--- src/rtl/mips_arb_pkg.sv ---
// Shared types for the dmem round-robin arbiter.
package mips_arb_pkg;

  localparam int NUM_MST = 2;

  typedef enum logic [1:0] {
    ARB_IDLE = 2'd0,
    ARB_GNT0 = 2'd1,
    ARB_GNT1 = 2'd2
  } arb_state_t;

  typedef logic mst_id_t;

  function automatic arb_state_t gnt_state(input mst_id_t id);
    return id ? ARB_GNT1 : ARB_GNT0;
  endfunction

endpackage

--- src/rtl/rr_pick2.sv ---
// Two-way round-robin tie-break: on a tie the master that was not granted last wins.
module rr_pick2
  import mips_arb_pkg::*;
(
  input  logic [1:0] req,
  input  mst_id_t    last,
  output mst_id_t    winner,
  output logic       valid
);

  always_comb begin
    valid  = |req;
    winner = (req == 2'b11) ? ~last : req[1];
  end

endmodule

--- src/rtl/dmem_arbiter.sv ---
// Two-master round-robin arbiter in front of the single-port dmem.
// Optional bus locking is compiled in with `define ARB_LOCK_EN.
module dmem_arbiter
  import mips_arb_pkg::*;
#(
  parameter int AW       = 6,
  parameter int DW       = 32,
  parameter int LOCK_MAX = 4
) (
  input  logic          clk,
  input  logic          rst,
  input  logic [1:0]    m_req,
  input  logic [1:0]    m_we,
  input  logic [1:0]    m_lock,
  input  logic [AW-1:0] m0_a,
  input  logic [AW-1:0] m1_a,
  input  logic [DW-1:0] m0_wd,
  input  logic [DW-1:0] m1_wd,
  output logic [1:0]    m_gnt,
  output logic [1:0]    m_rvalid,
  output logic [DW-1:0] rdata,
  output logic          mem_we,
  output logic [AW-1:0] mem_a,
  output logic [DW-1:0] mem_d,
  input  logic [DW-1:0] mem_q
);

  arb_state_t    state_p0, state_nxt;
  mst_id_t       last, last_nxt;
  mst_id_t       pick_id;
  logic          pick_vld;
  mst_id_t       cur;
  logic          gnt_act;
  logic          rd_fire;
  logic          lock_hold;
  logic [1:0]    vld_p1;
  logic [DW-1:0] rdata_p1;

  rr_pick2 u_pick (
    .req    (m_req),
    .last   (last),
    .winner (pick_id),
    .valid  (pick_vld)
  );

  assign cur     = (state_p0 == ARB_GNT1);
  assign gnt_act = (state_p0 != ARB_IDLE);

`ifdef ARB_LOCK_EN
  localparam logic [3:0] LOCK_LIM = 4'(LOCK_MAX);
  logic [3:0] lock_cnt, lock_cnt_nxt;

  // A locked owner keeps the bus until it has used up LOCK_MAX re-grants.
  assign lock_hold = gnt_act && m_req[cur] && m_lock[cur] && (lock_cnt != LOCK_LIM);
  assign lock_cnt_nxt = lock_hold ? lock_cnt + 4'd1 : 4'd0;

  always_ff @(posedge clk or posedge rst) begin
    if (rst) lock_cnt <= 4'd0;
    else     lock_cnt <= lock_cnt_nxt;
  end
`else
  logic unused_lock;
  assign unused_lock = ^{m_lock, 4'(LOCK_MAX)};
  assign lock_hold   = 1'b0;
`endif

  always_comb begin
    state_nxt = ARB_IDLE;
    last_nxt  = last;
    if (lock_hold) begin
      state_nxt = state_p0;
    end else if (pick_vld) begin
      state_nxt = gnt_state(pick_id);
      last_nxt  = pick_id;
    end
  end

  // Stage p0: grant cycle, dmem driven from the owning master
  always_comb begin
    m_gnt  = {state_p0 == ARB_GNT1, state_p0 == ARB_GNT0};
    mem_we = 1'b0;
    mem_a  = '0;
    mem_d  = '0;
    if (gnt_act) begin
      mem_we = m_we[cur] & m_req[cur];
      mem_a  = cur ? m1_a  : m0_a;
      mem_d  = cur ? m1_wd : m0_wd;
    end
  end

  assign rd_fire = gnt_act & m_req[cur] & ~m_we[cur];

  always_ff @(posedge clk or posedge rst) begin
    if (rst) begin
      state_p0 <= ARB_IDLE;
      last     <= 1'b1;
      vld_p1   <= 2'b00;
      rdata_p1 <= '0;
    end else begin
      state_p0 <= state_nxt;
      last     <= last_nxt;
      vld_p1   <= rd_fire ? (cur ? 2'b10 : 2'b01) : 2'b00;
      if (rd_fire) rdata_p1 <= mem_q;
    end
  end

  // Stage p1: registered read return
  assign m_rvalid = vld_p1;
  assign rdata    = rdata_p1;

endmodule

--- config.mk ---
export PLATFORM = sky130hd
export DESIGN_NAME = dmem_arbiter
export DESIGN_NICKNAME = d
export VERILOG_FILES = /design/src/rtl/mips_arb_pkg.sv /design/src/rtl/rr_pick2.sv /design/src/rtl/dmem_arbiter.sv
export SDC_FILE = /design/constraint.sdc
export NUM_CORES = 1
export LEC_CHECK = 0
export ABC_CLOCK_PERIOD_IN_PS = 4500
export CAP_MARGIN = 30
export CELL_PAD_IN_SITES_DETAIL_PLACEMENT = 0
export CELL_PAD_IN_SITES_GLOBAL_PLACEMENT = 1
export CORE_ASPECT_RATIO = 0.5
export CORE_UTILIZATION = 21
export DETAILED_ROUTE_END_ITERATION = 8
export PLACE_DENSITY = 0.87
export REMOVE_ABC_BUFFERS = 1
export SKIP_CTS_REPAIR_TIMING = 1
export SYNTH_ARGS = -nofsm -noshare
export SYNTH_HDL_FRONTEND = slang
export SYNTH_HIERARCHICAL = 1
export SYNTH_SLANG_ARGS = --single-unit
--- constraint.sdc ---
create_clock -name clk -period 4.5 [get_ports clk]
set_input_delay 0.9 -clock clk [delete_from_list [all_inputs] [get_ports clk]]
set_output_delay 0.9 -clock clk [all_outputs]
set_load 0.03 [all_outputs]
==> impl_metrics.ini, run 1 <==
[outcome]
outcome = completed

[route]
vias = 1888
dr.first_iter.drc_count = 41
drt_pass1_iterations = 4
postRouteAntennaNets = 0
vias_per_cell = 4.33
wire_per_inst_um = 15.6
postRouteWirelength_um = 6800
drc = 0

[synthesis]
synth_warnings = 6
synth_seq_cells = 37
syn_area_mm2 = 0.00182
synth.area.top_cells = dfrtp_1, mux2_2, a22o_1
ys_seq_area_frac = 0.510
yosys-top-cells-count = a22o_1, dfrtp_1, mux2_2, clkbuf_1, buf_6
synthFlopType = dfrtp_1
synth_enable_flop_cells = 0
synth_top_area_share = 0.496
syn_area_per_cell_um2 = 13.4
synth.most_common_cell = a22o_1
ys_types = 20
async_reset_ff_frac = 1.00
synth_cells = 136
yosysTopAreaCell = dfrtp_1

[hold_path]
holdPathEnd = rdata[30]$_DFFE_PP0P_
hold_path_class = reg -> reg
holdPathStages = 1
min_from = rdata[30]$_DFFE_PP0P_

[global_route]
grt_pass1_wl_um = 9800
grtUsageTotal = 0.141
overflow = 0
grt_start_max_net_pins = 45
antenna_found_initial = 0
grt_pass1_vias = 1886

[timing]
worst_pin_slew_ps = 762
fmax_mhz = 289
drv_slew = 0
finalSetupViolations = 0
max-slew-margin-rel = 0.490
fin_skew_ps = 6.96
post-route-period-util = 0.769
rsz0062_at_grt = false
hold_violations = 0
fin_setup_tns_ps = 0
fin_crit_ps = 3460

[die]
io_pins = 191
row_count = 23
die_y_um = 67.8
die_w_um = 134
start_util = 0.222
coreArea_mm2 = 0.00820
die_area_mm2 = 0.00906

[power_and_ir_drop]
p_leak_nw = 1.56
pwr-share-comb = 0.460
seq_power_share = 0.290
power_density_mw_per_mm2 = 390
power_switching_uw = 521
internal_power_mw = 1.03
p_total_mw = 1.55
p_clk_frac = 0.250
switching_share = 0.337
ir_worst_vdd_mv = 0.141

[clock_tree]
clk_pin_slew_ps = 60
numCtsBuffers = 5
root_buffer = clkbuf_16
cts_tree = done
h-tree-depth = 2
cts.sinks = 37
clock_path_buffers = 2
clock_latency_ps = 280

[final_layout]
multiInputGateArea_um2 = 805
area_growth_pct = 118
seq_area_um2 = 927
fill_cells = 740
final_nets = 439
drive_gt1_frac = 0.142
finalNonFillerCells = 436
antennaDiodeCount = 0

[critical_path]
reg2reg_depth = 5
crit_path_end_kind = output pin
crit_type = reg -> out
ff2ff_setup_slack_ps = 2430
cp_data_required_time_ps = 3600
cp-start-kind = flop
crit_start = state_p0[1]$_DFF_PP0_
cp.arrival_ps = 2560
r2r_start = state_p0[0]$_DFF_PP0_
path_max_fanout = 21
r2r_end = rdata[13]$_DFFE_PP0P_

[place]
port_buffers = 188
dp.cells = 427
hpwlAfterDp_um = 5330
routabilityCongestion = 0.691

[flow_run]
drv_cap = 0
==> cells in the final DEF, fill, tap and decap left out <==
cell type        count
nor2b_2              1
or2_1                1
nor3_1               1
dfrtp_1             36
mux2_1               2
nor2b_1              2
buf_8                1
o32ai_4              1
inv_1                1
bufinv_16            1
a21boi_1             1
clkbuf_16            5
nand3_1              2
dfstp_2              1
clkdlybuf4s50_1    188
o21ai_0              1
nand2_1              2
clkinv_2             1
a22o_1              38
nor2_1               1
mux2_2              31
buf_4                4
and2_1               1
clkbuf_1             1
==> metrics by stage <==
| step | cell area (um^2) | setup WS (ps) | hold slack, ps | util |
|---|---|---|---|---|
| global route | 3970 | 932 | 511 | 0.484 |
| global placement | 3790 | 1210 | 470 | 0.462 |
| finish | 3970 | 1040 | 495 | 0.484 |
| floorplan | 1730 | 549 | 584 | - |
| detailed placement | 3790 | 1160 | 492 | 0.462 |
| CTS | 3950 | 1020 | 504 | 0.482 |
==> area by class of cell <==
cell class / count / area share
well taps: 112 / 0.0353
inverters: 1 / 0.000946
clock buffers: 6 / 0.0325
multi-input cells: 85 / 0.203
flip-flops and latches: 37 / 0.234
clock inverters: 2 / 0.00883
repair buffers: 193 / 0.486
==> worst max path at each step <==
stage	endpoint	slack (ps)	cells past startpoint
final	mem_d[28]	1040	4
after global placement	mem_we	1210	4
after detailed placement	mem_we	1160	4
after floorplan	mem_a[0]	550	2
after global routing	mem_d[21]	930	4
after CTS	mem_d[21]	1020	4
==> logic make-up after synthesis <==
family	share of synthesized area
DFF	0.510
muxes	0.204
and+or+nand+nor	0.0317
buffers and inverters	0.0489
AOI/OAI and AO/OA	0.205
==> metal layers <==
layer / track usage / wire [um] / vias to the layer above
met5: 0 / 0 / -
met4: 0.0568 / 99 / 0
met3: 0.0255 / 396 / 9
met2: 0.256 / 3520 / 69
met1: 0.169 / 2780 / 920
li1: - / - / 890
==> state kept, by name (all words and copies together) (netlist names) <==
name      flops
last          1
m_rvalid      2
rdata        32
state_p0      2
==> power groups by stage <==
stage               Clock (mW)  Sequential (mW)  Combinational [mW]
floorplan                    0            0.610               0.198
global placement             0            0.451               0.704
detailed placement           0            0.456               0.715
CTS                      0.399            0.450               0.718
global route             0.416            0.460               0.744
finish                   0.387            0.449               0.713
==> critical path, stage by stage, from the launching register on <==
cell and delay [ps]:
dfrtp_1 380, nor2b_2 650, buf_4 370, a22o_1 180, clkdlybuf4s50_1 690
(Power assumes the default switching activity.)
==> run 2, diff against run 1 <==
ABC_CLOCK_PERIOD_IN_PS = 3400   (was 4500)
CORE_UTILIZATION = 20   (was 21)
PLACE_DENSITY = 0.84   (was 0.87)
clock period = 3.4 ns   (was 4.5 ns; I/O delays follow)
==> impl_metrics.ini, run 2 (same netlist as run 1, synthesis figures left out) <==
[place]
hpwlAfterDp_um = 4990
dp_worst_setup_slack_ps = 542
routabilityCongestion = 0.713
port_buffers = 188
dp.cells = 433
dpl_cell_area_mm2 = 0.00380

[route]
postRouteAntennaNets = 0
postRouteWirelength_um = 6250
vias = 1854
dr.first_iter.drc_count = 60
drt_pass1_iterations = 4
wire_per_inst_um = 14.2
vias_per_cell = 4.20
drc = 0

[final_layout]
antennaDiodeCount = 0
fill_cells = 820
most-common-layout-cells = clkdlybuf4s50_1, a22o_1, dfrtp_1
drive_gt1_frac = 0.142
multiInputGateArea_um2 = 805
finalNonFillerCells = 441
area_growth_pct = 119
post-route-util = 0.453
largest_reg_flops = 32
final_nets = 439
seq_area_um2 = 927
final_cell_area_mm2 = 0.00397
final_common_cell = clkdlybuf4s50_1

[global_route]
grt_pass1_wl_um = 9340
grt_start_max_net_pins = 45
overflow = 0
grtUsageTotal = 0.125
antenna_found_initial = 0
grt_pass1_vias = 1869

[critical_path]
cp.arrival_ps = 2190
cp-start-kind = input port
cp_data_required_time_ps = 2720
ff2ff_setup_slack_ps = 1480
crit_type = in -> out
crit_path_end_kind = output pin
path_max_fanout = 3

[clock_tree]
clock_path_buffers = 2
cts_tree = done
clk_pin_slew_ps = 60
clock_latency_ps = 270
h-tree-depth = 2
root_buffer = clkbuf_16
cts.sinks = 37
numCtsBuffers = 5

[timing]
hold_violations = 0
worst_pin_slew_ps = 461
drv_slew = 0
post-route-period-util = 0.843
fin_setup_tns_ps = 0
max-slew-margin-rel = 0.692
setup_slack_ps = 533
fin_crit_ps = 2870
fin_skew_ps = 4.95
fmax_mhz = 349
finalSetupViolations = 0
hold_ws_ps = 487
rsz0062_at_grt = false

[hold_path]
hold_path_class = reg -> reg

[die]
start_util = 0.207
die_w_um = 137
die_area_mm2 = 0.00950
die_y_um = 69.4
coreArea_mm2 = 0.00877
io_pins = 191
row_count = 24

[power_and_ir_drop]
p_total_mw = 2.05
p_leak_nw = 1.57
ir_worst_vdd_mv = 0.323
power_density_mw_per_mm2 = 517

[outcome]
outcome = completed

[flow_run]
drv_cap = 0
==> run 2: cell count changes in the layout (fill, tap and decap cells not counted) <==
cell	delta
buf_4	+1
clkbuf_8	+1
buf_8	-1
clkinv_2	-1
==> run 2: metal layers <==
metal  GRT usage  up-vias  share of wire
li1            -      893              -
met1       0.135      892           0.37
met2       0.252       67           0.55
met3      0.0205        2          0.068
met4      0.0256        0         0.0054
met5           0        -              0
==> run 2: final timing paths <==
path,depth (start not counted),from,end
min reg2reg,1,rdata[23]$_DFFE_PP0P_,rdata[23]$_DFFE_PP0P_
max reg2reg,5,state_p0[0]$_DFF_PP0_,rdata[5]$_DFFE_PP0P_
min in group asynchronous,3,rst,rdata[17]$_DFFE_PP0P_
max in group asynchronous,3,rst,last$_DFFE_PP1P_
min,1,rdata[23]$_DFFE_PP0P_,rdata[23]$_DFFE_PP0P_
max,4,m_we[1],mem_we
==> run 2: critical path, cell delays in order <==
cell and delay, ps:
clkdlybuf4s50_1 550, nand3_1 110, o21ai_0 160, clkdlybuf4s50_1 690
==> run 2: power by group <==
part	switching (mW)	leakage, nW	internal (mW)
Clock	0.159	0.0841	0.366
Combinational	0.465	1.04	0.470
Sequential	0.0497	0.440	0.544
Total	0.674	1.57	1.38
==> run 2: final cells by class <==
cell class | instances | area share
Timing Repair Buffer | 193 | 0.483
Clock buffer | 7 | 0.0359
Sequential cell | 37 | 0.233
Multi-Input combinational cell | 85 | 0.202
Inverter | 1 | 0.000945
Clock inverter | 1 | 0.00756
Tap cell | 117 | 0.0368
